--- config.mk ---
export PLATFORM = sky130hd
export DESIGN_NAME = pipelined_csel_adder
export DESIGN_NICKNAME = d
export VERILOG_FILES = /design/src/rtl/csel_adder_pkg.sv /design/src/rtl/csel_block.sv /design/src/rtl/pipelined_csel_adder.sv
export SDC_FILE = /design/constraint.sdc
export NUM_CORES = 1
export LEC_CHECK = 0
export BUFFER_PORTS_ARGS = -buffer_cell sky130_fd_sc_hd__buf_2
export CAP_MARGIN = 40
export CORE_MARGIN = 2
export CORE_UTILIZATION = 39
export CTS_CLUSTER_SIZE = 14
export DETAILED_ROUTE_END_ITERATION = 7
export SLEW_MARGIN = 30
export SYNTH_ARGS = -nofsm -noshare
export SYNTH_HDL_FRONTEND = slang
export SYNTH_SLANG_ARGS = --single-unit
--- constraint.sdc ---
create_clock -name clk -period 10.2 [get_ports clk]
set_clock_uncertainty 0.15 [all_clocks]
set_input_delay 2.04 -clock clk [delete_from_list [all_inputs] [get_ports clk]]
set_output_delay 2.04 -clock clk [all_outputs]
set_load 0.005 [all_outputs]
--- src/rtl/csel_adder_pkg.sv ---
// Shared defaults, depth helper and per-stage flag bundle for the pipelined carry-select adder.
package csel_adder_pkg;

    localparam int CSEL_WIDTH = 16;
    localparam int CSEL_BLK   = 4;

    function automatic int nblk(input int width, input int blk);
        return width / blk;
    endfunction

    typedef struct packed {
        logic cout;
        logic a_msb;
        logic b_msb;
    } stage_flags_t;

endpackage

--- src/rtl/csel_block.sv ---
// Combinational BLK-bit carry-select block: two ripple chains (carry-in 0 and 1) and a select mux.
module csel_block #(
    parameter int BLK = 4
) (
    input  logic [BLK-1:0] a,
    input  logic [BLK-1:0] b,
    input  logic           cin,
    output logic [BLK-1:0] sum,
    output logic           cout
);

    logic [BLK:0]   c_lo;
    logic [BLK:0]   c_hi;
    logic [BLK-1:0] s_lo;
    logic [BLK-1:0] s_hi;

    always_comb begin
        c_lo    = '0;
        c_hi    = '0;
        s_lo    = '0;
        s_hi    = '0;
        c_lo[0] = 1'b0;
        c_hi[0] = 1'b1;
        for (int i = 0; i < BLK; i++) begin
            s_lo[i]   = a[i] ^ b[i] ^ c_lo[i];
            c_lo[i+1] = (a[i] & b[i]) | (c_lo[i] & (a[i] ^ b[i]));
            s_hi[i]   = a[i] ^ b[i] ^ c_hi[i];
            c_hi[i+1] = (a[i] & b[i]) | (c_hi[i] & (a[i] ^ b[i]));
        end
    end

    // Both chains settle in parallel; the late-arriving true carry only drives this mux.
    assign sum  = cin ? s_hi : s_lo;
    assign cout = cin ? c_hi[BLK] : c_lo[BLK];

endmodule

--- src/rtl/pipelined_csel_adder.sv ---
// Pipelined carry-select adder/subtractor: each stage resolves one BLK-bit block; whole-pipe stall.
// Define CSEL_ADDER_FLAGS_EN to build the signed-overflow and zero flags (tied to 0 otherwise).
module pipelined_csel_adder
    import csel_adder_pkg::*;
#(
    parameter int WIDTH = CSEL_WIDTH,
    parameter int BLK   = CSEL_BLK
) (
    input  logic             clk,
    input  logic             rst,
    input  logic             in_valid,
    output logic             in_ready,
    input  logic [WIDTH-1:0] a,
    input  logic [WIDTH-1:0] b,
    input  logic             cin,
    input  logic             sub,
    output logic             out_valid,
    input  logic             out_ready,
    output logic [WIDTH-1:0] sum,
    output logic             cout,
    output logic             ovf,
    output logic             zero
);

    localparam int NBLK = nblk(WIDTH, BLK);

    logic             advance;
    logic [WIDTH-1:0] b_eff;
    logic             c0;

    // valid/ready: a beat transfers when valid & ready are both high in a cycle. The pipe
    // advances whenever the output slot is empty or being drained; otherwise every stage holds.
    assign advance  = out_ready | ~out_valid;
    assign in_ready = advance;
    assign b_eff    = b ^ {WIDTH{sub}};
    assign c0       = cin ^ sub;

    for (genvar k = 0; k < NBLK; k++) begin : gen_stage
        localparam int LO = k * BLK;
        localparam int HI = LO + BLK;
        // Stage word packs {b_eff[W-1:HI], a[W-1:HI], sum[HI-1:0]} so every bit is consumed.
        localparam int WW = 2 * WIDTH - HI;

        logic [BLK-1:0] blk_a;
        logic [BLK-1:0] blk_b;
        logic [BLK-1:0] blk_s;
        logic           blk_cin;
        logic           blk_cout;
        logic           valid_d;
        logic           valid_q;
        logic           carry;
        logic [WW-1:0]  word_d;
        logic [WW-1:0]  word_q;
`ifdef CSEL_ADDER_FLAGS_EN
        logic           a_msb_d;
        logic           b_msb_d;
        stage_flags_t   flg_q;
        assign carry = flg_q.cout;
`else
        logic           carry_q;
        assign carry = carry_q;
`endif

        if (k == 0) begin : gen_src
            assign blk_a   = a[BLK-1:0];
            assign blk_b   = b_eff[BLK-1:0];
            assign blk_cin = c0;
            assign valid_d = in_valid;
`ifdef CSEL_ADDER_FLAGS_EN
            assign a_msb_d = a[WIDTH-1];
            assign b_msb_d = b_eff[WIDTH-1];
`endif
            if (NBLK == 1) begin : gen_word
                assign word_d = blk_s;
            end else begin : gen_word
                assign word_d = {b_eff[WIDTH-1:BLK], a[WIDTH-1:BLK], blk_s};
            end
        end else begin : gen_src
            logic [2*WIDTH-LO-1:0] prev_w;
            assign prev_w  = gen_stage[k-1].word_q;
            assign blk_a   = prev_w[HI-1:LO];
            assign blk_b   = prev_w[WIDTH+BLK-1:WIDTH];
            assign blk_cin = gen_stage[k-1].carry;
            assign valid_d = gen_stage[k-1].valid_q;
`ifdef CSEL_ADDER_FLAGS_EN
            assign a_msb_d = gen_stage[k-1].flg_q.a_msb;
            assign b_msb_d = gen_stage[k-1].flg_q.b_msb;
`endif
            if (k == NBLK - 1) begin : gen_word
                assign word_d = {blk_s, prev_w[LO-1:0]};
            end else begin : gen_word
                assign word_d = {prev_w[2*WIDTH-LO-1:WIDTH+BLK], prev_w[WIDTH-1:HI],
                                 blk_s, prev_w[LO-1:0]};
            end
        end

        csel_block #(.BLK(BLK)) u_blk (
            .a   (blk_a),
            .b   (blk_b),
            .cin (blk_cin),
            .sum (blk_s),
            .cout(blk_cout)
        );

        always_ff @(posedge clk or posedge rst) begin
            if (rst) begin
                valid_q <= 1'b0;
                word_q  <= '0;
`ifdef CSEL_ADDER_FLAGS_EN
                flg_q   <= '0;
`else
                carry_q <= 1'b0;
`endif
            end else if (advance) begin
                valid_q <= valid_d;
                word_q  <= word_d;
`ifdef CSEL_ADDER_FLAGS_EN
                flg_q   <= {blk_cout, a_msb_d, b_msb_d};
`else
                carry_q <= blk_cout;
`endif
            end
        end
    end

    assign out_valid = gen_stage[NBLK-1].valid_q;
    assign sum       = gen_stage[NBLK-1].word_q;
    assign cout      = gen_stage[NBLK-1].carry;

`ifdef CSEL_ADDER_FLAGS_EN
    logic zero_q;

    always_ff @(posedge clk or posedge rst) begin
        if (rst) begin
            zero_q <= 1'b0;
        end else if (advance) begin
            zero_q <= ~|gen_stage[NBLK-1].word_d;
        end
    end

    // Overflow comes from registered bits only, so it reads 0 after reset like the other flags.
    assign ovf  = (gen_stage[NBLK-1].flg_q.a_msb == gen_stage[NBLK-1].flg_q.b_msb) &&
                  (sum[WIDTH-1] != gen_stage[NBLK-1].flg_q.a_msb);
    assign zero = zero_q;
`else
    assign ovf  = 1'b0;
    assign zero = 1'b0;
`endif

endmodule

## Yosys cells after proc, flatten, opt, wreduce, memory -nomap -nowiden

Cells that the tools add are included.

- Register bits after elaboration: 96
- Logic and storage cells: 136
- Input port bits: 38
- Output and inout bits: 21

- Bitwise gates (word level): 116
- Muxes and demuxes: 8

Operator list:

| operator | number |
|---|---|
| $xor 1x1->1 | 41 |
| $and 1x1->1 | 40 |
| $or 1x1->1 | 29 |
| $mux 4 | 4 |
| $xor 16x16->16 | 1 |
| $not 1->1 | 5 |
| $mux 1 | 4 |

## Depth between registers and ports, before layout

- Word-level depth: 10
- Depth in mapped cells: 12
- Gate-level depth less buffers: 10

## Modules after synthesis

A second synthesis with hierarchy kept.

- Cells, all modules: 303
- Area, all modules: 4463.0 um2

By module, submodules not included:

| module | area each (um2) | sequential area each (um2) | cells an instance | times used |
|---|---|---|---|---|
| pipelined_csel_adder | 3867.5 | 2402.3 | 227 | 1 |
| csel_block | 148.9 | 0.0 | 19 | 4 |

## Worst setup path before layout

OpenSTA, ideal clock, no wires.

- Path type: in2out
- Start: input out_ready
- End: output in_ready
- Stages on the path: 5
- Slack: 5.318 ns
- Data required time: 8.010 ns
- Path buffers: 4
- Arrival time: 2.692 ns
- Path through: buf_6 nand2b_4 buf_6 buf_6 buf_2

- Word-level cells in the longest chain between the ends: 1

Ends and longest elaborated chain:

| element | line | text |
|---|---|---|
| from (decl) | pipelined_csel_adder.sv:18 | `input logic out_ready,` |
| $or 1x1->1 | pipelined_csel_adder.sv:33 | `assign advance = out_ready \| ~out_valid;` |
| to (decl) | pipelined_csel_adder.sv:12 | `output logic in_ready,` |

Every way passes these cells.

## Final worst setup path

Ends and elaborated chain as after synthesis.

==> key figures <==
Run status
  – Status: complete, no violations

Die
  – Num ports: 59
  – Die Y: 109.7 µm
  – Die W: 109.7 µm
  – Starting density of the core: 0.4000
  – Core ar.: 10890 µm²
  – Standard-cell rows: 38
  – Total die area: 12030 µm²

Worst setup path
  – Startpoint types: primary input
  – Crit end category: output pin
  – Crit. Startpoint: out_ready
  – WS Path Type: primary input to output pin
  – CP max stage delay: 420 ps
  – Crit Path Max Fanout: 30
  – Most frequent CP cell: buf_2
  – Delay-heaviest family, CP: simple AND/OR/NAND/NOR gates
  – Crit path buf inv count: 2
  – CP max-delay cell: nand2b_4
  – Reg2reg start: gen_stage[2].word_q[12]
  – WP data required: 8010 ps
  – CP cell instances: buf_2, nand2b_4, buf_2
  – WP data arrival: 2830 ps

Drt
  – Initial DRC Count: 65
  – Antenna Violating Nets Remaining: 0
  – Vias per cell: ~4.6
  – Avg WL per Cell: about 14 µm
  – Pre-antenna DRT Iters: 4
  – Drt total wl: ~7000 µm
  – Drt drc: 0
  – Total number of vias: 2224

Final layout
  – Finished Cell Area: 4936 µm²
  – Final net count: approximately 400
  – Syn-to-layout area delta: 13.33%
  – Layout cells sized above 1: 0.4609
  – Diode count: 0

Pwr
  – Internal power: 969.1 µW
  – Leak Pwr: roughly 0.0023 µW
  – Switch share: 0.2952
  – NetSw: 406.0 µW
  – PwrDens: around 280 nW/µm²
  – Comb pwr share: 0.354
  – Sequential fraction of design power: 0.477
  – Clk network pwr share: 0.170
  – Peak supply drop: 109.8 µV

STA
  – RSZ-0062 raised after global routing: no
  – Final min period: around 5000 ps
  – Worst hold slack: 315.2 ps
  – Fin crit share: 0.4926
  – Final setup fails: 0
  – Max Freq: 199.0 MHz
  – Worst slew margin: 0.6302
  – Final setup TNS: 0 ps
  – Worst Tran Pin Value: 554.6 ps
  – Max Slew Vio Count: 0
  – Final Hold Fails: 0

Yosys
  – Netlist cell types: 19
  – Sequential area share after synthesis: 0.5516
  – Adder-cell share of the synthesized area: 0.07814
  – Post-Synth XOR/XNOR Area: 0.04568
  – Synth Area in Compound Gates: 0.01034
  – Mapped Area: roughly 4400 µm²
  – Post-Syn Area per Cell: between 15 and 20 µm²
  – Count of state elements after synthesis: between 90 and 100
  – Multiplexer share of the synthesized area: 0.2479
  – Main combinational cell family by area after synthesis: multiplexers
  – Synth Area in Simple Gates: 0.01839
  – Mapped Cells: 287
  – Ys Warns: 0

Run
  – Max_cap viols: 0

Placed design
  – Post-placement cell area: 4733 µm²
  – GP Congestion: roughly 0.70
  – HPWL Detailed: 4752 µm
  – I/O Buffers: 56

Clock network
  – Clock buffer depth: 2
  – Clk slew on worst S/H paths: 80 ps
  – CTS Sinks: 96
  – TritonCTS clock tree: yes
  – CTS Root Cell: clkbuf_8
  – H-tree depth: 3
  – TritonCTS Buffers: 9
  – Postcts setup bufs: 0
  – Post-CTS resize count: 0
  – CTS Hold Bufs: 0
  – Clock Latency Late Sink: 350 ps

GRT
  – Grt ovf: 0
  – Vias in the first global route: 2380
  – First-pass GRT wire length: 11750 µm
  – Tot GR Track Use: 0.1298
  – Initial antenna violation count: 0
  – Largest net degree at the start of global routing: between 60 and 70

Min path
  – Min-Delay Startpoint: gen_stage[2].valid_q
  – Min-Delay Path Class: flop to flop
[worst reg2reg max path: cells and delay by family, from the launching register on]
family	cells	cell delay, ps
buf+inv	1	80
simple gates	1	100
compound gates	2	190
flops	1	410
fa+ha+maj	4	1400
[synth_stat cells]
cell type,n,share of area
mux2i_1,4,0.0092
xor3_1,1,0.0055
ha_1,8,0.023
nand2b_1,1,0.0014
nor3b_1,7,0.012
buf_6,5,0.013
buf_2,8,0.0092
conb_1,1,0.00086
mux2_4,19,0.065
nor2_1,2,0.0017
a21oi_1,9,0.010
xor2_1,17,0.034
nand2b_4,1,0.0032
fa_1,12,0.055
inv_1,23,0.020
mux2_2,67,0.17
dfrtp_1,96,0.55
xnor2_1,3,0.0060
buf_4,3,0.0052
[metal layers]
metal | GRT usage | vias to the layer above | wire [µm]
met5 | 0 | - | 0
met4 | 0.06510 | 0 | 94
met3 | 0.03320 | 10 | 363
met2 | 0.1896 | 49 | 3044
met1 | 0.1794 | 1100 | 3307
li1 | - | 1065 | -
[sequential cells by signal, indices dropped and copies added (netlist names)]
name,cells
out_valid,1
cout,1
gen_stage.word_q,72
gen_stage.carry,3
gen_stage.valid_q,3
sum,16
[cells by family (layout without fill, tap and decap cells)]
logic type,Yosys count,after routing
multiplexers,90,90
flip-flops,96,96
adder cells (fa/ha/maj),20,20
XOR/XNOR,21,21
buffers and inverters,39,96
other,1,2
AND/OR/NAND/NOR,11,11
AO/OA/AOI/OAI,9,9
[stage by stage]
stage               setup WS [ps]  utilization  total power (µW)  instances
CTS                          5159       0.4508              1402        484
floorplan                    5318            -              1025        288
global route                 5102       0.4533              1494        485
detailed placement           5162       0.4347              1164        471
finish                       5175       0.4533              1375        485
global placement             5176       0.4329              1135        470
[path summary, 6_finish.rpt]
| path | end | slack [ps] | depth (start not counted) |
|---|---|---|---|
| min in group asynchronous | gen_stage[2].word_q[18] | 1530 | 2 |
| max | in_ready | 5180 | 3 |
| max reg2reg | sum[15] | 7810 | 8 |
| max in group asynchronous | gen_stage[2].valid_q | 7490 | 4 |
| min | out_valid | 320 | 1 |
| min reg2reg | out_valid | 320 | 1 |
[cells in the final DEF (no fill, tap or decap)]
cell       netlist  layout
nand2b_4         1       1
nor2_1           2       2
nand2b_1         1       1
clkbuf_8         0      10
xor2_1          17      17
xnor2_1          3       3
clkbuf_1         0       2
mux2_4          19      19
nor3b_1          7       7
buf_16           0       1
a21oi_1          9       9
buf_2            8      56
inv_1           23      22
mux2i_1          4       4
dfrtp_1         96      96
buf_12           0       1
inv_4            0       1
xor3_1           1       1
bufinv_16        0       1
mux2_2          67      67
ha_1             8       8
conb_1           1       2
buf_4            3       2
fa_1            12      12
[cell type report]
cell class	instances	area [µm²]
Tap cell	140	175.2
Clock buffer	12	145.1
Inverter	23	88.84
Sequential cell	96	2402
Multi-Input combinational cell	153	1752
Clock inverter	1	30.03
Timing Repair Buffer	60	342.8
Fill cell	1012	5952
[power groups by stage]
| stage | Sequential (µW) | Combinational [µW] | Clock [µW] |
|---|---|---|---|
| after floorplan | 638 | 387 | 0 |
| after global placement | 662 | 473 | 0 |
| after detailed placement | 667 | 497 | 0 |
| after CTS | 660 | 498 | 243 |
| after global routing | 682 | 552 | 259 |
| final | 656 | 486 | 233 |
Power figures use the tool's default switching activity.
